--- src/rtl/hazard_controller.sv ---
// Pipeline hazard controller: forwarding selects, load-use/branch stalls and a
// wait-state FSM for the data memory. Define HAZ_PERF_CNT_EN to add stallCount.
module hazard_controller #(
    parameter int TIMEOUT_CYCLES = 15,
    parameter int CNT_W          = 4
) (
    input  logic        clk,
    input  logic        reset,
    input  logic [4:0]  rsD,
    input  logic [4:0]  rtD,
    input  logic [4:0]  rsE,
    input  logic [4:0]  rtE,
    input  logic [4:0]  writeRegE,
    input  logic [4:0]  writeRegM,
    input  logic [4:0]  writeRegW,
    input  logic        regWriteE,
    input  logic        regWriteM,
    input  logic        regWriteW,
    input  logic        memToRegE,
    input  logic        memToRegM,
    input  logic        branchD,
    input  logic        memReqM,
    input  logic        memReadyM,
    output logic [1:0]  forwardAE,
    output logic [1:0]  forwardBE,
    output logic        forwardAD,
    output logic        forwardBD,
    output logic        stallF,
    output logic        stallD,
    output logic        stallE,
    output logic        stallM,
    output logic        flushE,
    output logic        flushW,
`ifdef HAZ_PERF_CNT_EN
    output logic [31:0] stallCount,
`endif
    output logic        memErr
);

    typedef enum logic [1:0] {S_IDLE, S_WAIT, S_ERR} state_t;

    state_t           state, state_nxt;
    logic [CNT_W-1:0] cnt, cnt_nxt;
    logic             lwstall, brstall, memstall;

    function automatic logic [1:0] fwd_sel(input logic [4:0] src,
                                           input logic       wm, input logic [4:0] rm,
                                           input logic       ww, input logic [4:0] rw);
        if (src != 5'd0 && wm && src == rm)      return 2'b10;
        else if (src != 5'd0 && ww && src == rw) return 2'b01;
        else                                     return 2'b00;
    endfunction

    function automatic logic hits_d(input logic [4:0] r, input logic [4:0] a,
                                    input logic [4:0] b);
        return (r != 5'd0) && (r == a || r == b);
    endfunction

    always_ff @(posedge clk) begin
        if (reset) begin
            state <= S_IDLE;
            cnt   <= '0;
        end else begin
            state <= state_nxt;
            cnt   <= cnt_nxt;
        end
    end

    always_comb begin
        state_nxt = state;
        cnt_nxt   = cnt;
        unique case (state)
            S_IDLE: if (memReqM && !memReadyM) begin
                state_nxt = S_WAIT;
                cnt_nxt   = '0;
            end
            S_WAIT: begin
                if (memReadyM)                                state_nxt = S_IDLE;
                else if (cnt == CNT_W'(TIMEOUT_CYCLES - 1))   state_nxt = S_ERR;
                else                                          cnt_nxt   = cnt + 1'b1;
            end
            S_ERR:   state_nxt = S_ERR;
            default: state_nxt = S_IDLE;
        endcase
    end

    // Hazard terms are raw; reset gating happens once at the outputs.
    always_comb begin
        lwstall  = memToRegE && rtE != 5'd0 && (rtE == rsD || rtE == rtD);
        brstall  = branchD && ((regWriteE && hits_d(writeRegE, rsD, rtD)) ||
                               (memToRegM && hits_d(writeRegM, rsD, rtD)));
        memstall = (state == S_IDLE && memReqM && !memReadyM) ||
                   (state == S_WAIT && !memReadyM) ||
                   (state == S_ERR);
    end

    always_comb begin
        forwardAE = '0;
        forwardBE = '0;
        forwardAD = 1'b0;
        forwardBD = 1'b0;
        stallF    = 1'b0;
        stallD    = 1'b0;
        stallE    = 1'b0;
        stallM    = 1'b0;
        flushE    = 1'b0;
        flushW    = 1'b0;
        memErr    = 1'b0;
        if (!reset) begin
            forwardAE = fwd_sel(rsE, regWriteM, writeRegM, regWriteW, writeRegW);
            forwardBE = fwd_sel(rtE, regWriteM, writeRegM, regWriteW, writeRegW);
            forwardAD = rsD != 5'd0 && regWriteM && rsD == writeRegM;
            forwardBD = rtD != 5'd0 && regWriteM && rtD == writeRegM;
            stallF    = lwstall || brstall || memstall;
            stallD    = stallF;
            stallE    = memstall;
            stallM    = memstall;
            // A frozen pipe must hold E, not bubble it; W gets the bubble instead.
            flushE    = (lwstall || brstall) && !memstall;
            flushW    = memstall;
            memErr    = state == S_ERR;
        end
    end

`ifdef HAZ_PERF_CNT_EN
    always_ff @(posedge clk) begin
        if (reset)
            stallCount <= '0;
        else if (stallD && stallCount != 32'hFFFF_FFFF)
            stallCount <= stallCount + 32'd1;
    end
`endif

endmodule

--- config.mk ---
export PLATFORM = sky130hd
export DESIGN_NAME = hazard_controller
export DESIGN_NICKNAME = d
export VERILOG_FILES = /design/src/rtl/hazard_controller.sv
export SDC_FILE = /design/constraint.sdc
export NUM_CORES = 1
export LEC_CHECK = 0
export ABC_AREA = 0
export BUFFER_PORTS_ARGS = -buffer_cell sky130_fd_sc_hd__clkbuf_2
export CORE_MARGIN = 2
export CORE_UTILIZATION = 49
export DETAILED_ROUTE_END_ITERATION = 10
export GPL_ROUTABILITY_DRIVEN = 1
export PLACE_DENSITY = 0.83
export SYNTH_ARGS = -nofsm -noshare
export SYNTH_HDL_FRONTEND = slang
export SYNTH_SLANG_ARGS = --single-unit
--- constraint.sdc ---
create_clock -name clk -period 2.9 [get_ports clk]
set_input_delay 0.29 -clock clk [delete_from_list [all_inputs] [get_ports clk]]
set_output_delay 0.29 -clock clk [all_outputs]
set_load 0.01 [all_outputs]
==> results by group, run 1 <==
Placed design
  • Gpl congestion: 0.870
  • Final HPWL DP: 2630 um
  • I/O Buffers: 57
  • Placed cell areas: 1380 sq um

Clocking
  • H-tree levels: 1
  • Post-CTS sizing: 0
  • Clk Latency, worst-skew pair: 250 ps
  • Clock sinks: 6
  • Max clock buf depth: 2
  • Reg clk slew, reported paths: 40 ps
  • Hold Buf Count CTS: 0
  • CTS tree: yes
  • CTS root buf: clkbuf_4
  • Num CTS Buffers: 3
  • Setup bufs post-CTS: 0

Route
  • Vias: 1231
  • Wire length on met3: 197 um
  • First DRT Iteration DRCs: 29
  • TritonRoute pass-1 iters: 4
  • Antenna viol nets, final: 0
  • Via-to-Cell Ratio: 5.55
  • Met2 wire len: 1520 um
  • DRC: 0
  • WL met1: 1240 um
  • Routed wire length: 3010 um
  • Wirelength per Cell: 13.5 um
  • Highest metal used: met4

Power
  • Combinational share of power: 50.8%
  • Sw Share: 36.0%
  • Pleak: 0.568 nW
  • Sequential fraction of design power: 25.8%
  • Int Pwr: 0.211 mW
  • PD cells: 234 nW/um^2
  • Clock group share of total power: 23.4%
  • VDD IR-drop max: 0.123 mV
  • Sw power: 0.119 mW

Logic synthesis
  • Ys async rst share: 0%
  • Netlist Area Pre-Place: 1150 sq um
  • Synth warn: 0
  • Cells after Synth: 148
  • Ranking of synthesized cells by area: xnor2_1, xor2_1, dfxtp_1, nor2_1, nand4_1
  • Post-synth top cells: xnor2_1, nor2_1, xor2_1
  • Mapped Nets: 195
  • Most frequent cell after synthesis: xnor2_1
  • Share of the synthesized area in the top cell type: 29.0%
  • Avg Cell Area, Syn: 7.76 sq um
  • Post-synth EDFFs: 0
  • Synth unique cells: 36
  • Synth Register Bits: 6
  • Sequential area share after synthesis: 10.5%
  • Leading area contributor after synthesis: xnor2_1
  • Primary FF master, synth: dfxtp_1

STA
  • Final setup viols: 0
  • Hold_ws: 406 ps
  • Worst-Margin Slew: 494 ps
  • RSZ-0062 raised after global routing: no
  • Fmax: 514 MHz
  • Slew Viols, Final: 0
  • Slew HR: 66.8%
  • Setup Skew: 6.38 ps
  • Fin crit share: 67.1%
  • Fin. Hold Viols: 0
  • Final sum of negative setup slack: 0 ps
  • Fin crit period: 1950 ps

Layout
  • Ant. Diodes: 0
  • Sequential cell area: 120 sq um
  • Design Area, Final: 1410 sq um
  • Final #Nets: 243
  • Fill cells: 210
  • Layout cells sized above 1: 34.0%
  • Multi-input logic area: 940 sq um
  • Area grow syn2layout: 22.4%

Global route
  • Grt ovf: 0
  • First-pass GRT wire length: 4850 um
  • Initial antenna violation count: 0
  • Vias in the first global route: 1230
  • All-layer global routing usage: 23.1%
  • Largest net degree at the start of global routing: 14

Critical path
  • Critical path arrival: 1660 ps
  • Startpoint Class: flop
  • Critical Path Max Stage Delay: 440 ps
  • CP max stage cell: o31ai_1
  • Setup crit end kind: output pin
  • CP max FO: 5
  • CP bufs+invs: 1
  • Top Family by Delay on Critical Path: compound AO/OA/AOI/OAI gates
  • Crit Path Category: reg2out
  • CP cell instances: nor2_1, o31ai_1, a41oi_1, a31oi_1, clkbuf_2
  • Critical Path RT: 2610 ps

Floorplan
  • Die Width: 52.4 um
  • Core footprint: 2210 sq um
  • Starting Density: 51.9%
  • Die Y: 52.4 um
  • I/O pins: 58
  • Die Footprint: 2750 sq um
  • Site Rows: 17

Status
  • Status: finished, final reports clean

Hold path
  • Worst hold path type: in2reg

Job
  • MaxCap Viol Count: 0
area by class of cell:
cell class | count | area share, %
multi-input combinational | 127 | 66.8
timing repair buffer | 57 | 20.3
inverter | 1 | 0.267
clock buffer | 3 | 1.60
sequential | 6 | 8.54
tap | 28 | 2.49
metal layers:
layer / vias up / track usage (%)
met5: - / 0
met4: 0 / 12.4
met3: 6 / 2.00
met2: 58 / 42.3
met1: 570 / 25.9
li1: 597 / -
stage by stage:
stage / utilization [%] / cells / setup slack (ps) / power (mW)
3_5_place_dp: 62.6 / 219 / 1000 / 0.253
4_1_cts: 63.6 / 222 / 968 / 0.331
3_3_place_gp: 62.6 / 219 / 1030 / 0.246
6_report: 63.6 / 222 / 955 / 0.329
2_1_floorplan: - / 148 / 1040 / 0.196
5_1_grt: 63.6 / 222 / 843 / 0.349
power by group through the flow:
stage,sequential [mW],combinational [mW],clock [mW]
after floorplan,0.0862,0.109,0
after global placement,0.0864,0.160,0
after detailed placement,0.0865,0.167,0
after CTS,0.0850,0.167,0.0790
after global routing,0.0853,0.184,0.0805
final,0.0850,0.167,0.0770
worst register-to-register path: stages, from the launching register on:
cell and delay, ps:
dfxtp_1 390, inv_1 60, ha_1 210, and4_1 230
nor4_4 280, nand4_1 170, xor2_1 160, nor2_1 50
layout by cell type (no fill, tap or decap), types with 4 or more instances in the layout:
master / count
dfxtp_1: 6
nor2_1: 14
nand3_1: 7
clkbuf_2: 57
xor2_1: 14
nand4_1: 6
xnor2_1: 38
nor2b_1: 4
nor3_1: 6
nand2_1: 7
state kept, by name, indices dropped and copies added (netlist names):
register,count
cnt,4
state,2
cell families after synthesis:
| logic type | synth area share (%) |
|---|---|
| AO/OA/AOI/OAI | 5.56 |
| XOR/XNOR | 39.7 |
| adder cells (fa/ha/maj) | 2.18 |
| buffers and inverters | 7.73 |
| flip-flops | 10.5 |
| multiplexers | 1.74 |
| AND/OR/NAND/NOR | 32.7 |
path summary, 6_finish.rpt:
kind	cells after the start	start	slack, ps	end
setup / recovery	5	state[0]	950	stallD
hold / removal	2	reset	410	state[0]
setup reg to reg	7	cnt[0]	1250	cnt[3]
hold reg to reg	2	cnt[3]	550	cnt[3]
Power figures use the tool's default switching activity.
==> inputs of run 2 (changes only) <==
Settings changed: ABC_AREA 0 to 1, CORE_UTILIZATION 49 to 43, PLACE_DENSITY 0.83 to 0.76.
Clock period 2.9 ns to 1.6 ns, I/O delays scaled along.
==> results by group, run 2 <==
Global route
  • Grt ovf: 0 (unchanged)
  • Initial antenna violation count: 0 (unchanged)
  • Largest net degree at the start of global routing: 8 (was 14)
  • First-pass GRT wire length: 6070 um (was 4850 um)
  • Vias in the first global route: 1450 (was 1230)
  • All-layer global routing usage: 22.3% (was 23.1%)

Power
  • Sw Share: 40.5% (was 36.0%)
  • Sw power: 0.253 mW (was 0.119 mW)
  • VDD IR-drop max: 0.649 mV (was 0.123 mV)
  • Combinational share of power: 52.2% (was 50.8%)
  • Int Pwr: 0.370 mW (was 0.211 mW)
  • Clock group share of total power: 23.1% (was 23.4%)
  • Total power: 0.623 mW (was 0.329 mW)
  • PD cells: 395 nW/um^2 (was 234 nW/um^2)
  • Pleak: 0.925 nW (was 0.568 nW)
  • Sequential fraction of design power: 24.8% (was 25.8%)

Critical path
  • CP max FO: 5 (unchanged)
  • Worst Setup EP: stallE (was stallD)
  • Reg-to-reg startpoint: cnt[0] (unchanged)
  • R2R setup slack: 270 ps (was 1250 ps)
  • Critical Path RT: 1440 ps (was 2610 ps)
  • Startpoint Class: flop (unchanged)
  • Reg-to-Reg End: cnt[0] (was cnt[3])
  • Crit Path Category: reg2out (unchanged)
  • Critical path arrival: 1320 ps (was 1660 ps)
  • Cells on worst reg2reg path: 8 (was 7)
  • Setup crit end kind: output pin (unchanged)
  • CP startpoint: state[0] (unchanged)

Placed design
  • Gpl congestion: 0.910 (was 0.870)
  • Final HPWL DP: 2980 um (was 2630 um)
  • I/O Buffers: 57 (unchanged)
  • Post-Place Cells: 311 (was 219)
  • Placed cell areas: 1530 sq um (was 1380 sq um)

Floorplan
  • Core footprint: 2760 sq um (was 2210 sq um)
  • Site Rows: 19 (was 17)
  • Die Width: 57.9 um (was 52.4 um)
  • I/O pins: 58 (unchanged)
  • Starting Density: 45.4% (was 51.9%)
  • Die Footprint: 3360 sq um (was 2750 sq um)
  • Die Y: 57.9 um (was 52.4 um)

Layout
  • Cell Count, Final, Fillers Out: 315 (was 222)
  • Max FFs per register: 4 (unchanged)
  • Most frequent cells in the layout: nand2_1, clkbuf_2, inv_1 (was clkbuf_2, xnor2_1, nor2_1, xor2_1)
  • Design Area, Final: 1580 sq um (was 1410 sq um)
  • Top reg by flops: cnt (unchanged)
  • Final #Nets: 333 (was 243)
  • Ant. Diodes: 0 (unchanged)
  • Layout cells sized above 1: 29.9% (was 34.0%)
  • Area grow syn2layout: 26.1% (was 22.4%)
  • Biggest regs: cnt x4, state x2 (unchanged)
  • Commonest non-fill, non-tap cell in the layout: nand2_1 (was clkbuf_2)

Clocking
  • H-tree levels: 1 (unchanged)
  • Reg clk slew, reported paths: 50 ps (was 40 ps)
  • CTS tree: yes (unchanged)
  • Clock sinks: 6 (unchanged)
  • Num CTS Buffers: 3 (unchanged)
  • CTS root buf: clkbuf_4 (unchanged)
  • Clk Latency, worst-skew pair: 250 ps (about the same)
  • Max clock buf depth: 2 (unchanged)

Logic synthesis
  • Synth unique cells: 31 (was 36)
  • Leading area contributor after synthesis: nand2_1 (was xnor2_1)
  • Most frequent cell after synthesis: nand2_1 (was xnor2_1)
  • Netlist Area Pre-Place: 1250 sq um (was 1150 sq um)
  • Avg Cell Area, Syn: 5.46 sq um (was 7.76 sq um)
  • Primary FF master, synth: dfxtp_1 (unchanged)
  • Share of the synthesized area in the top cell type: 20.7% (was 29.0%)
  • Ranking of synthesized cells by area: nand2_1, dfxtp_1, inv_1, xor2_1, xnor2_1 (was xnor2_1, xor2_1, dfxtp_1, nor2_1, nand4_1)
  • Ys async rst share: 0% (unchanged)
  • Post-synth EDFFs: 0 (unchanged)
  • Synth warn: 0 (unchanged)
  • Synth Register Bits: 6 (unchanged)
  • Cells after Synth: 229 (was 148)
  • Sequential area share after synthesis: 9.60% (was 10.5%)
  • Post-synth top cells: nand2_1, inv_1, nor2_1 (was xnor2_1, nor2_1, xor2_1)
  • Mapped Nets: 276 (was 195)

STA
  • Final sum of negative setup slack: 0 ps (unchanged)
  • RSZ-0062 raised after global routing: no (unchanged)
  • Fin. Hold Viols: 0 (unchanged)
  • Slew HR: 78.3% (was 66.8%)
  • Hold_ws: 220 ps (was 406 ps)
  • Fmax: 676 MHz
  • Slew Viols, Final: 0 (unchanged)
  • Worst-Margin Slew: 322 ps (was 494 ps)
  • Final setup viols: 0 (unchanged)
  • Fin crit period: 1480 ps
  • Fin crit share: 92.5%
  • Setup Skew: 3.32 ps (was 6.38 ps)

Route
  • Wirelength per Cell: 11.2 um (was 13.5 um)
  • Routed wire length: 3540 um (was 3010 um)
  • Via-to-Cell Ratio: 4.95 (was 5.55)
  • Antenna viol nets, final: 0 (unchanged)
  • Vias: 1558 (was 1231)
  • DRC: 0 (unchanged)
  • TritonRoute pass-1 iters: 4 (unchanged)
  • First DRT Iteration DRCs: 51 (was 29)

Job
  • MaxCap Viol Count: 0 (unchanged)

Hold path
  • Worst hold path type: in2reg (unchanged)
  • Hold depth: 4 (was 2)

Status
  • Status: finished, final reports clean (unchanged)
-- run 2: worst min path at each step --
stage | from | to | slack, ps
finish | memReqM | cnt[3] | 220
global route | memReqM | cnt[3] | 230
CTS | memReqM | cnt[3] | 210
detailed placement | memReqM | cnt[3] | 470
global placement | memReqM | cnt[3] | 470
floorplan | reset | cnt[2] | 340
-- run 2: metal layers --
metal	wire, um	share of wire (%)	vias to the layer above	global-route usage, %
li1	-	-	831	-
met1	1660	47	689	28.6
met2	1680	48	38	40.6
met3	192	5.4	0	4.24
met4	0	0	0	0.997
met5	0	0	-	0
-- run 2: kinds of logic after synthesis --
| group | Yosys count | synth area share, % |
|---|---|---|
| compound gates | 26 | 12.8 |
| xor+xnor | 23 | 16.1 |
| fa+ha+maj | 2 | 2.00 |
| buf+inv | 48 | 16.4 |
| flops | 6 | 9.60 |
| simple gates | 124 | 43.1 |
-- run 2: what timing repair did --
item | CTS | global route
gates resized for setup | 1 | 5
hold endpoints to repair | 0 | 0
pin swaps | 0 | 3
hold buffers | 0 | 0
endpoints found under the setup margin | 2 | 6
setup buffers | 0 | 1
-- run 2: power by group through the flow --
stage | Sequential [mW] | Combinational, mW | Clock [mW]
floorplan | 0.156 | 0.192 | 0
global placement | 0.157 | 0.316 | 0
detailed placement | 0.157 | 0.317 | 0
CTS | 0.154 | 0.319 | 0.147
global route | 0.154 | 0.365 | 0.162
finish | 0.154 | 0.325 | 0.144
-- run 2: final cells by class --
| cell class | count | area (sq um) |
|---|---|---|
| multi-input combinational | 175 | 942 |
| sequential | 6 | 120 |
| timing repair buffer | 59 | 300 |
| fill | 294 | 1180 |
| tap | 31 | 38.8 |
| clock buffer | 3 | 22.5 |
| inverter | 41 | 154 |
-- run 2: stage by stage --
step	worst slack (ps)	util, %
global route	4.03	57.2
floorplan	200	-
finish	120	57.2
detailed placement	146	55.5
global placement	134	55.5
CTS	22.1	56.4
-- run 2: critical path, cell delays in order (launching register included) --
cell      delay (ps)
dfxtp_1          350
o21ai_2          200
inv_1             60
nor2_1           150
nor2_2            70
buf_4            130
clkbuf_2         120
==> inputs of run 3 (changes only) <==
Settings changed: CORE_MARGIN 2 to not set.
==> results by group, run 3 (synthesis gave the netlist of run 2 again) <==
Global route
  • Grt ovf: 0 (unchanged)
  • All-layer global routing usage: 24.6% (was 22.3%)
  • First-pass GRT wire length: 6140 um (was 6070 um)
  • Largest net degree at the start of global routing: 8 (unchanged)
  • Vias in the first global route: 1426 (was 1450)
  • Initial antenna violation count: 0 (unchanged)

Route
  • First DRT Iteration DRCs: 42 (was 51)
  • Antenna viol nets, final: 0 (unchanged)
  • Via-to-Cell Ratio: 5.09 (was 4.95)
  • TritonRoute pass-1 iters: 4 (unchanged)
  • Vias: 1602 (was 1558)
  • Wirelength per Cell: 11.7 um (was 11.2 um)
  • Routed wire length: 3680 um (was 3540 um)
  • DRC: 0 (unchanged)

STA
  • Final setup viols: 0 (unchanged)
  • Fin. Hold Viols: 0 (unchanged)
  • Setup Skew: 4.45 ps (was 3.32 ps)
  • Fin crit share: 97.4% (was 92.5%)
  • Fin worst setup slack: 42.0 ps (was 120 ps)
  • Slew Viols, Final: 0 (unchanged)
  • Final sum of negative setup slack: 0 ps (unchanged)
  • Slew HR: 78.0% (was 78.3%)
  • Worst-Margin Slew: 327 ps (was 322 ps)
  • Fin crit period: 1560 ps (was 1480 ps)
  • Fmax: 642 MHz (was 676 MHz)

Critical path
  • Cells on worst reg2reg path: 8 (unchanged)
  • Reg-to-reg startpoint: cnt[0] (unchanged)
  • Critical Path RT: 1440 ps (about the same)
  • R2R setup slack: 260 ps (was 270 ps)
  • Crit Path Category: reg2out (unchanged)
  • Critical path arrival: 1400 ps (was 1320 ps)
  • Startpoint Class: flop (unchanged)
  • CP max FO: 4 (was 5)
  • Reg-to-Reg End: cnt[0] (unchanged)
  • CP startpoint: state[1] (was state[0])
  • Setup crit end kind: output pin (unchanged)

Clocking
  • Reg clk slew, reported paths: 50 ps (about the same)
  • CTS root buf: clkbuf_4 (unchanged)
  • H-tree levels: 1 (unchanged)
  • Max clock buf depth: 2 (unchanged)
  • Num CTS Buffers: 3 (unchanged)
  • Clock sinks: 6 (unchanged)
  • Clk Latency, worst-skew pair: 260 ps (was 250 ps)
  • Hold Buf Count CTS: 0 (unchanged)
  • CTS tree: yes (unchanged)

Layout
  • Fill cells: 291 (was 294)
  • Max FFs per register: 4 (unchanged)
  • Most frequent cells in the layout: nand2_1, clkbuf_2, inv_1 (unchanged)
  • Top reg by flops: cnt (unchanged)
  • Layout cells sized above 1: 29.9% (unchanged)
  • Biggest regs: cnt x4, state x2 (unchanged)
  • Cell Count, Final, Fillers Out: 315 (unchanged)
  • Commonest non-fill, non-tap cell in the layout: nand2_1 (unchanged)
  • Area grow syn2layout: 25.9% (was 26.1%)
  • Ant. Diodes: 0 (unchanged)
  • Final Util: 57.1% (was 57.2%)
  • Final #Nets: 333 (unchanged)

Placed design
  • Post-Place Cells: 311 (unchanged)
  • Post-placement setup slack: 141 ps (was 146 ps)
  • Gpl congestion: 0.963 (was 0.910)
  • Final HPWL DP: 2960 um (was 2980 um)
  • I/O Buffers: 57 (unchanged)

Hold path
  • Worst hold path type: in2reg (unchanged)
  • Min-delay src: memReqM (unchanged)
  • Hold depth: 4 (unchanged)
  • Hold endpoint: cnt[3] (unchanged)

Floorplan
  • Core footprint: 2760 sq um (unchanged)
  • Site Rows: 19 (unchanged)
  • Die Y: 55.9 um (was 57.9 um)
  • Starting Density: 45.4% (unchanged)
  • Die Footprint: 3130 sq um (was 3360 sq um)
  • Die Width: 55.9 um (was 57.9 um)
  • I/O pins: 58 (unchanged)

Job
  • MaxCap Viol Count: 0 (unchanged)

Power
  • VDD IR-drop max: 0.439 mV (was 0.649 mV)
  • Pleak: 0.923 nW (was 0.925 nW)
  • PD cells: 404 nW/um^2 (was 395 nW/um^2)

Status
  • Status: finished, final reports clean (unchanged)
run 3: cell types whose count changed in the layout (fill, tap and decap cells not counted), sizes merged:
cell / delta
buf: +2
clkbuf: -2
run 3: worst max-delay path, cell delays in order (launching register included):
cell and delay, ps:
dfxtp_1 330, nor2_2 160, o21ai_2 100, inv_1 60, nor2_1 50, nor2_2 180, inv_1 50, nand2_1 70
clkbuf_2 130
run 3: area by class of cell:
type / instances / area [sq um] / share of cell area [%]
sequential: 6 / 120 / 7.63
tap: 31 / 38.8 / 2.46
clock buffer: 3 / 22.5 / 1.43
inverter: 41 / 154 / 9.77
timing repair buffer: 59 / 303 / 19.2
multi-input combinational: 175 / 937 / 59.5
run 3: what timing repair did:
| item | in CTS | in global routing |
|---|---|---|
| pin swaps | 0 | 2 |
| setup endpoints to repair | 2 | 3 |
| buffers inserted | 0 | 1 |
| gates resized for setup | 1 | 9 |
run 3: worst max path at each step:
| stage | to |
|---|---|
| 2_1_floorplan | stallF |
| 6_report | stallD |
| 3_5_place_dp | stallD |
| 5_1_grt | stallF |
| 4_1_cts | stallD |
| 3_3_place_gp | stallF |
run 3: report_power, final:
group | total (mW) | internal, mW | switching (mW)
clock network | 0.153 | 0.0857 | 0.0674
logic | 0.329 | 0.134 | 0.195
registers | 0.154 | 0.152 | 0.00240
total | 0.636 | 0.371 | 0.265
run 3: layer usage:
layer	up-vias	track usage [%]	wire (um)	share of wire, %
met3	7	3.95	181	4.9
li1	835	-	-	-
met2	50	44.4	1790	49
met5	-	0	0	0
met4	0	5.23	48	1.3
met1	710	30.6	1650	45
run 3: stage by stage:
stage	total power, mW	instance area, sq um	hold slack (ps)
after floorplan	0.349	1250	343
after global placement	0.473	1530	470
after detailed placement	0.475	1530	470
after CTS	0.624	1560	206
after global routing	0.690	1580	233
final	0.636	1580	222
